$ cat src/rtl/spi_reg_decoder.sv
// SPI command-frame decoder: turns completed shift-register bytes into
// {cmd, data} frames and writes a bank of 8-bit routing control registers.
module spi_reg_decoder #(
  parameter int NREGS       = 8,
  parameter int AW          = 3,
  parameter int IDLE_CYCLES = 1024
) (
  input  logic               clk,
  input  logic               nreset,
  input  logic               spi_clk,
  input  logic [7:0]         rx_byte,
  output logic [NREGS*8-1:0] regs_out,
  output logic               wr_strobe,
  output logic [AW-1:0]      wr_addr,
  output logic [7:0]         wr_data,
  output logic               err_addr,
  output logic               err_timeout
);

  localparam int            IW        = $clog2(IDLE_CYCLES + 1);
  localparam logic [IW-1:0] IDLE_MAX  = IW'(IDLE_CYCLES);
  localparam logic [IW-1:0] IDLE_LAST = IW'(IDLE_CYCLES - 1);
  localparam logic [7:0]    NREGS_W   = 8'(NREGS);

  localparam logic [0:0] S_IDLE     = 1'b0;
  localparam logic [0:0] S_CMD_HELD = 1'b1;

  logic          sck_s1, sck_s2, sck_d;
  logic          sck_rise, byte_done, timeout_hit, pending, abort;
  logic [2:0]    bit_cnt;
  logic [IW-1:0] idle_cnt;
  logic [0:0]    state;
  logic [7:0]    cmd, byte_q;
  logic          commit_pend;
  logic          addr_ok;
  logic [7:0]    regs [NREGS];

  // spi_clk idles high, so the synchronizer resets high to avoid a false edge
  always_ff @(posedge clk or negedge nreset) begin
    if (!nreset) begin
      sck_s1 <= 1'b1;
      sck_s2 <= 1'b1;
      sck_d  <= 1'b1;
    end else begin
      sck_s1 <= spi_clk;
      sck_s2 <= sck_s1;
      sck_d  <= sck_s2;
    end
  end

  assign sck_rise    = sck_s2 & ~sck_d;
  assign byte_done   = sck_rise && (bit_cnt == 3'd7);
  assign pending     = (bit_cnt != 3'd0) || (state == S_CMD_HELD);
  assign timeout_hit = !sck_rise && (idle_cnt == IDLE_LAST);
  assign abort       = timeout_hit && pending;
  assign addr_ok     = ({1'b0, cmd[6:0]} < NREGS_W);

  // Saturating idle counter fires once per quiet stretch; an edge re-arms it
  always_ff @(posedge clk or negedge nreset) begin
    if (!nreset) begin
      idle_cnt    <= '0;
      bit_cnt     <= 3'd0;
      err_timeout <= 1'b0;
    end else begin
      err_timeout <= abort;
      if (sck_rise) begin
        idle_cnt <= '0;
        bit_cnt  <= bit_cnt + 3'd1;
      end else begin
        if (idle_cnt != IDLE_MAX) idle_cnt <= idle_cnt + 1'b1;
        if (abort) bit_cnt <= 3'd0;
      end
    end
  end

  always_ff @(posedge clk or negedge nreset) begin
    if (!nreset) begin
      state       <= S_IDLE;
      cmd         <= 8'h00;
      byte_q      <= 8'h00;
      commit_pend <= 1'b0;
    end else begin
      commit_pend <= 1'b0;
      if (byte_done) begin
        byte_q <= rx_byte;
        if (state == S_IDLE) begin
          cmd   <= rx_byte;
          state <= S_CMD_HELD;
        end else begin
          state       <= S_IDLE;
          commit_pend <= 1'b1;
        end
      end else if (abort) begin
        state <= S_IDLE;
      end
    end
  end

  // Commit stage: cmd[7] selects write; out-of-range writes are dropped
  always_ff @(posedge clk or negedge nreset) begin
    if (!nreset) begin
      wr_strobe <= 1'b0;
      err_addr  <= 1'b0;
      wr_addr   <= '0;
      wr_data   <= 8'h00;
      for (int i = 0; i < NREGS; i++) regs[i] <= 8'h00;
    end else begin
      wr_strobe <= 1'b0;
      err_addr  <= 1'b0;
      if (commit_pend && cmd[7]) begin
        if (addr_ok) begin
          wr_strobe <= 1'b1;
          wr_addr   <= cmd[AW-1:0];
          wr_data   <= byte_q;
          for (int i = 0; i < NREGS; i++)
            if (cmd[AW-1:0] == AW'(i)) regs[i] <= byte_q;
        end else begin
          err_addr <= 1'b1;
        end
      end
    end
  end

  for (genvar g = 0; g < NREGS; g++) begin : g_regs_out
    assign regs_out[8*g +: 8] = regs[g];
  end

endmodule
$ cat config.mk
export PLATFORM = sky130hd
export DESIGN_NAME = spi_reg_decoder
export DESIGN_NICKNAME = d
export VERILOG_FILES = /design/src/rtl/spi_reg_decoder.sv
export SDC_FILE = /design/constraint.sdc
export NUM_CORES = 1
export LEC_CHECK = 0
export ABC_AREA = 1
export BUFFER_PORTS_ARGS = -buffer_cell sky130_fd_sc_hd__buf_2
export CORE_MARGIN = 4
export CORE_UTILIZATION = 49
export DETAILED_ROUTE_END_ITERATION = 10
export PLACE_DENSITY_LB_ADDON = 0.15
export SYNTH_ARGS = -nofsm -noshare
export SYNTH_HDL_FRONTEND = slang
export SYNTH_SLANG_ARGS = --single-unit
$ cat constraint.sdc
create_clock -name clk -period 1.64 [get_ports clk]
set_clock_uncertainty 0.2 [all_clocks]
set_input_delay 0.246 -clock clk [delete_from_list [all_inputs] [get_ports clk]]
set_output_delay 0.246 -clock clk [all_outputs]
set_load 0.02 [all_outputs]
==> results of run 1 <==
-- power by group through the flow --
stage	combinational, mW	sequential, mW	clock [mW]
after CTS	1.18	3.20	3.90
after floorplan	0.631	3.22	0
final	1.22	3.21	3.83
after global placement	1.12	3.23	0
after detailed placement	1.14	3.24	0
after global routing	1.37	3.24	4.02
-- tightest hold or removal path: cells and delay by family --
kind,cells,cell delay [ns]
buffers and inverters,3,0.90
-- metrics by stage --
step / hold slack [ns] / area (µm²) / util (%) / std cells
2_1_floorplan: -0.2496 / 4517 / - / 445
3_3_place_gp: 0.06076 / 5157 / 58.29 / 645
3_5_place_dp: 0.06108 / 5157 / 58.29 / 645
4_1_cts: 0.06864 / 5899 / 66.67 / 687
5_1_grt: 0.08791 / 6045 / 68.31 / 693
6_report: 0.07311 / 6045 / 68.31 / 693
-- cells by family after synthesis --
| family | after synthesis | synth area share, % |
|---|---|---|
| DFF | 113 | 62.69 |
| AOI/OAI and AO/OA | 95 | 11.77 |
| xor gates and xnor gates | 1 | 0.1939 |
| adders and majority gates | 5 | 1.385 |
| and+or+nand+nor | 187 | 19.03 |
| buffers and inverters | 44 | 4.931 |
-- cells in the mapped netlist, types with 7 or more instances --
cell type,instances,share of area [%]
nor2_1,30,2.5
nand2_4,7,1.7
inv_1,29,2.4
o21ai_0,23,2.5
dfrtp_1,110,61
nand2_1,116,9.6
o21ai_2,15,2.9
nand3_1,19,2.1
o21ai_1,41,4.5
a21oi_1,16,1.8
buf_6,7,1.7
-- layout by cell type (no fill, tap or decap), types with 7 or more instances in the layout --
master	count
nand2_1	111
dfrtp_1	110
buf_2	87
o21ai_1	41
inv_1	28
nor2_1	26
o21ai_0	23
nand3_1	19
buf_4	18
clkbuf_16	16
a21oi_1	15
o21ai_2	15
dlygate4sd3_1	10
nand2_2	7
-- state kept, by name, summed over array words and instances, names as in the netlist --
signal       flops
bit_cnt          3
byte_q           8
cmd              8
commit_pend      1
err_addr         1
err_timeout      1
idle_cnt        11
regs_out        64
sck_d            1
sck_s1           1
sck_s2           1
state            1
wr_addr          3
wr_data          8
wr_strobe        1
-- repair_timing --
action                                  in CTS  in global routing
resized for setup                            2                 20
endpoints found under the hold margin      130                  0
buffers inserted                             0                  5
hold buffers                                10                  0
cloned                                       0                  1
pin swaps                                    0                  5
endpoints found under the setup margin       5                 83
-- routing by layer --
metal  GRT usage (%)  up-vias  share of wire (%)
met3           5.711        7                6.0
met4           5.888        0               0.95
met5               0        -                  0
li1                -     1713                  -
met2           34.40       79                 51
met1           23.79     1665                 42
-- path summary, 6_finish.rpt --
| check | start | to | slack, ns | cells after the start |
|---|---|---|---|---|
| setup / recovery | cmd[4] | regs_out[21] | 0.02 | 7 |
| hold / removal | nreset | regs_out[22] | 0.07 | 3 |
| setup reg to reg | cmd[4] | regs_out[21] | 0.02 | 7 |
| hold reg to reg | sck_s1 | sck_s2 | 0.15 | 0 |
| max in group asynchronous | nreset | sck_s1 | 0.80 | 3 |
| min in group clk | sck_s1 | sck_s2 | 0.15 | 0 |
-- cell type report --
type | count | area (µm²) | area share (%)
multi-input combinational | 289 | 1558 | 25.77
timing repair buffer | 121 | 773.2 | 12.79
clock buffer | 18 | 427.9 | 7.079
sequential | 113 | 2831 | 46.84
inverter | 30 | 116.4 | 1.925
tap | 108 | 135.1 | 2.236
clock inverter | 14 | 202.7 | 3.353
==> summary.md, run 1 <==
| Metric | Value |
|---|---|
| Post-synthesis cell type count | `26` |
| Diode count | `0` |
| # setup viols final | `0` |
| Seq/Total Area, Yosys | `a little over three fifths` |
| Post-synth ARST share | `100.0%` |
| CTS root buffer | `clkbuf_8` |
| Avg Inst Size Synth | `10.15 µm²` |
| Gr usage total | `between 10% and 20%` |
| Syn Nets | `approximately 460` |
| Chip width | `104.0 µm` |
| Seq pwr share | `about two fifths` |
| CTS Buffer Depth | `2` |
| First-pass GRT wire length | `between 15000 and 20000 µm` |
| H-Tree Depth | `4` |
| DR vias | `3464` |
| Int Pwr | `5.900 mW` |
| Fillers | `687` |
| EDFF count, synth | `0` |
| Critical path class | `register to register` |
| Clock Sinks | `113` |
| Layout net count | `slightly below 600` |
| Cells after Synth | `445` |
| Top Ports | `between 80 and 90` |
| Status | `completed` |
| Setup TNS Final | `0 ns` |
| Fraction of layout cells with a size suffix above 1 | `32.48%` |
| CP Data Required Time | `1.82 ns` |
| Final Slew Violations | `0` |
| Fin crit share | `98.65%` |
| Residual DRC count | `0` |
| DRT antenna net count | `0` |
| Max-Cap Viols | `0` |
| Largest net degree at the start of global routing | `66` |
| Vias in the first global route | `3372` |
| Die ar. | `between 10000 and 15000 µm²` |
| Ys Warns | `0` |
| Most used DFF post-synth | `dfrtp_1` |
| Critical path buffers and inverters | `1` |
| Total power | `8.270 mW` |
| Initial antenna violation count | `0` |
| Critical Path Fanout Max | `16` |
| Part of the power in the clock network | `46.4%` |
| PwrDens | `1368 nW/µm²` |
| Gp weighted congestion | `0.7904` |
| Arrival @ worst endpoint | `~1.8 ns` |
| CTS tree | `done` |
| CP peak stage delay | `~0.40 ns` |
| Cell Chain, Critical Path | `nor2_4 > nand3_4 > nor2_8 > buf_4 > nand2_8 > nand2_1 > o21ai_2` |
| Unrepaired setup endpoints after global routing | `yes` |
| Worst Setup End Kind | `register` |
| Wire per inst | `15.01 µm` |
| Setup ws final | `0.02218 ns` |
| Die height | `about 100 µm` |
| Worst-Skew Late Latency | `0.50 ns` |
| Core Region | `about 8800 µm²` |
| Clk pin slew, worst setup/hold paths | `roughly 0.060 ns` |
| Initial detailed-routing violation count | `just under 200` |
| Worst hold path type | `input pin to asynchronous set/reset pin` |
| Psw | `~2.4 mW` |
| Detailed Route WL | `10410 µm` |
| Max VDD drop | `roughly 0.0010 V` |
| Combinational power share | `14.8%` |
| Fmax achieved | `618.1 MHz` |
| CTS buffer count | `17` |
| Slew at the pin with the worst max-slew slack | `0.5136 ns` |
| Initial core utilization | `51.05%` |
| DP HPWL | `6906 µm` |
| Startpoint types | `register` |
| Synthesized flop and latch total | `around 110` |
| Leak | `between 3 and 4 nW` |
| Min Tclk post-route | `1.618 ns` |
| CP max stage cell | `dfrtp_1` |
| Rel. slew slack | `65.72%` |
| Overflow after GRT | `0` |
| Place WS | `-0.01027 ns` |
| # rows | `34` |
| Syn Std Cell Area | `4517 µm²` |
| Initial DRT Pass Iterations | `4` |
| Sw frac | `28.65%` |
| Final hold violations | `0` |
| Vias/cell | `about 5` |
| IO Port Bufs | `88` |
| Layout Area Growth over Synthesis | `33.82%` |
| Family with the most delay on the worst path | `simple AND/OR/NAND/NOR gates` |
Power figures use the tool's default switching activity.
==> inputs of run 2 (changes only) <==
--- a/config.mk
+++ b/config.mk
@@ -8,7 +8,8 @@
 export ABC_AREA = 1
 export BUFFER_PORTS_ARGS = -buffer_cell sky130_fd_sc_hd__buf_2
 export CORE_MARGIN = 4
-export CORE_UTILIZATION = 49
+export CORE_UTILIZATION = 51
+export CTS_BUF_LIST = sky130_fd_sc_hd__clkbuf_4
 export DETAILED_ROUTE_END_ITERATION = 10
 export PLACE_DENSITY_LB_ADDON = 0.15
 export SYNTH_ARGS = -nofsm -noshare
==> run 2 against run 1 <==
The run now ends with negative setup slack left. Hold slack better by 0.092 ns. Highest routed layer unchanged. Design area fell by 3.6%. First-iteration DRC count fell by 31%. Fmax shrank 3.7%. Non-clock buffer count increased by 9. Core utilization decreased by 1.2 points. Setup slack got worse by 0.061 ns. Clock-buffer cell count shrank 1. Power down 23%. Routed wire length is 2.1% higher.
==> summary.md, run 2 (synthesis results as in run 1) <==
| Metric | Value |
|---|---|
| Status | `complete, but fails checks` |
| Violated checks | `negative setup slack` |
| DP HPWL | `7043 µm (+2.0%)` |
| Vias in the first global route | `3394 (+0.65%)` |
| Unrepaired setup endpoints after global routing | `yes` |
| # rows | `34 (unchanged)` |
| CTS Buffer Depth | `2 (unchanged)` |
| Worst hold path type | `register to register` |
| CTS buffer count | `17 (unchanged)` |
| Fmax achieved | `595.5 MHz (-3.7%)` |
| Clk pin slew, worst setup/hold paths | `0.11 ns (+0.05 ns)` |
| Detailed Route WL | `10630 µm (+2.1%)` |
| Chip width | `102.1 µm (-1.8%)` |
| # setup viols final | `10 (+10)` |
| CP Data Required Time | `1.81 ns (about the same)` |
| Clock Sinks | `113 (unchanged)` |
| H-Tree Depth | `4 (unchanged)` |
| Setup ws final | `-0.03917 ns (-0.06134 ns)` |
| Initial antenna violation count | `0 (unchanged)` |
| Max reg flops | `64 (unchanged)` |
| Commonest cells after routing, fill and taps aside | `110 x nand2_1, 110 x dfrtp_1, 87 x buf_2` |
| IO Port Bufs | `88 (unchanged)` |
| Largest net degree at the start of global routing | `46 (-30%)` |
| Fin util | `67.13% (-1.2 points)` |
| Critical Path Fanout Max | `8 (-8)` |
| CTS root buffer | `clkbuf_4` |
| Residual DRC count | `0 (unchanged)` |
| Initial core utilization | `52.05% (+1.0 points)` |
| Gr usage total | `21.04% (+1.3 points)` |
| Overflow after GRT | `0 (unchanged)` |
| Gp weighted congestion | `0.8245 (+4.3%)` |
| Finished Layout Cells | `703 (+1.4%)` |
| Placed Area | `5137 µm² (-0.39%)` |
| Initial detailed-routing violation count | `138 (-31%)` |
| Final Slew Violations | `0 (unchanged)` |
| Max-Cap Viols | `0 (unchanged)` |
| Core Region | `8678 µm² (-1.9%)` |
| DRT antenna net count | `0 (unchanged)` |
| Storage cell area | `2831 µm² (unchanged)` |
| Setup TNS Final | `-0.1096 ns (-0.1096 ns)` |
| Rel. slew slack | `65.18% (-0.55 points)` |
| Max VDD drop | `0.0006311 V (-37%)` |
| Fraction of layout cells with a size suffix above 1 | `33.45% (+0.97 points)` |
| Slew at the pin with the worst max-slew slack | `0.5218 ns (+0.008173 ns)` |
| Initial DRT Pass Iterations | `4 (unchanged)` |
| PwrDens | `1099 nW/µm² (-20%)` |
| Leak | `3.100 nW (-3.0%)` |
| Fin crit share | `102.4% (+3.7 points)` |
| CTS tree | `done` |
| Min Tclk post-route | `1.679 ns (+0.06134 ns)` |
| Fillers | `690 (+0.44%)` |
| Die ar. | `10430 µm² (-3.6%)` |
| Cell area after layout | `5826 µm² (-3.6%)` |
| Cell Count Post-Placement | `644 (-0.16%)` |
| First-pass GRT wire length | `16820 µm (-0.69%)` |
| Total power | `6.400 mW (-23%)` |
| Area occupied by multi-input gates | `1595 µm² (+2.4%)` |
| Final hold violations | `0 (unchanged)` |
| Die height | `102.1 µm (-1.8%)` |
| Worst Setup End Kind | `register` |
| Place WS | `-0.06862 ns (-0.05835 ns)` |
| DR vias | `3537 (+2.1%)` |
| Layout net count | `598 (+1.7%)` |
| Worst-Skew Late Latency | `0.48 ns (-0.02 ns)` |
| Critical path class | `register to register` |
| Layout Area Growth over Synthesis | `28.98%` |
| Diode count | `0 (unchanged)` |
| Arrival @ worst endpoint | `1.85 ns (+0.05 ns)` |
| Wire per inst | `15.11 µm (+0.66%)` |
| Min Hold Slack | `0.1652 ns (+0.09206 ns)` |
| Startpoint types | `register` |
| Top Ports | `89 (unchanged)` |
| Vias/cell | `5.031 (+0.65%)` |
## run 2: report_power, final
| group | internal [mW] | switching [mW] | leakage, nW |
|---|---|---|---|
| clock | 0.767 | 1.15 | 0.142 |
| combinational | 0.361 | 0.918 | 1.45 |
| sequential | 3.03 | 0.179 | 1.50 |
## run 2: critical path: stages, from the launching register on
cell and delay (ns):
dfrtp_1 0.42, nor2_4 0.15, nand3_4 0.12, buf_6 0.15, nor2_8 0.16, buf_4 0.16
nand2_4 0.08, nand2_1 0.07, o21ai_1 0.05
## run 2: final cells by class
class / instances / share of cell area, %
flip-flops and latches: 113 / 48.60
clock buffers: 17 / 2.191
well taps: 108 / 2.320
multi-input cells: 290 / 27.38
inverters: 30 / 1.933
clock inverters: 15 / 2.384
repair buffers: 130 / 15.18
## run 2: worst paths after layout
check | end | depth (start not counted) | slack [ns] | startpoint
worst max-delay path | regs_out[50] | 8 | -0.04 | cmd[3]
worst min-delay path | sck_s2 | 0 | 0.17 | sck_s1
worst max register to register | regs_out[50] | 8 | -0.04 | cmd[3]
worst min register to register | sck_s2 | 0 | 0.17 | sck_s1
max in group asynchronous | sck_s1 | 4 | 0.13 | nreset
min in group asynchronous | regs_out[20] | 3 | 0.53 | nreset
## run 2: routing by layer
| metal | GRT usage, % | up-vias | wire length [µm] |
|---|---|---|---|
| met5 | 0 | - | 0 |
| met4 | 6.458 | 0 | 226 |
| met3 | 5.324 | 19 | 582 |
| met2 | 34.83 | 97 | 5411 |
| met1 | 27.46 | 1688 | 4405 |
| li1 | - | 1733 | - |
## run 2: what timing repair did
| item | in CTS | in global routing |
|---|---|---|
| hold buffers | 11 | 0 |
| endpoints found under the setup margin | 32 | 72 |
| buffers inserted | 2 | 11 |
| resized for setup | 6 | 26 |
| hold endpoints to repair | 130 | 0 |
| pin swaps | 3 | 7 |
| cloned | 0 | 3 |
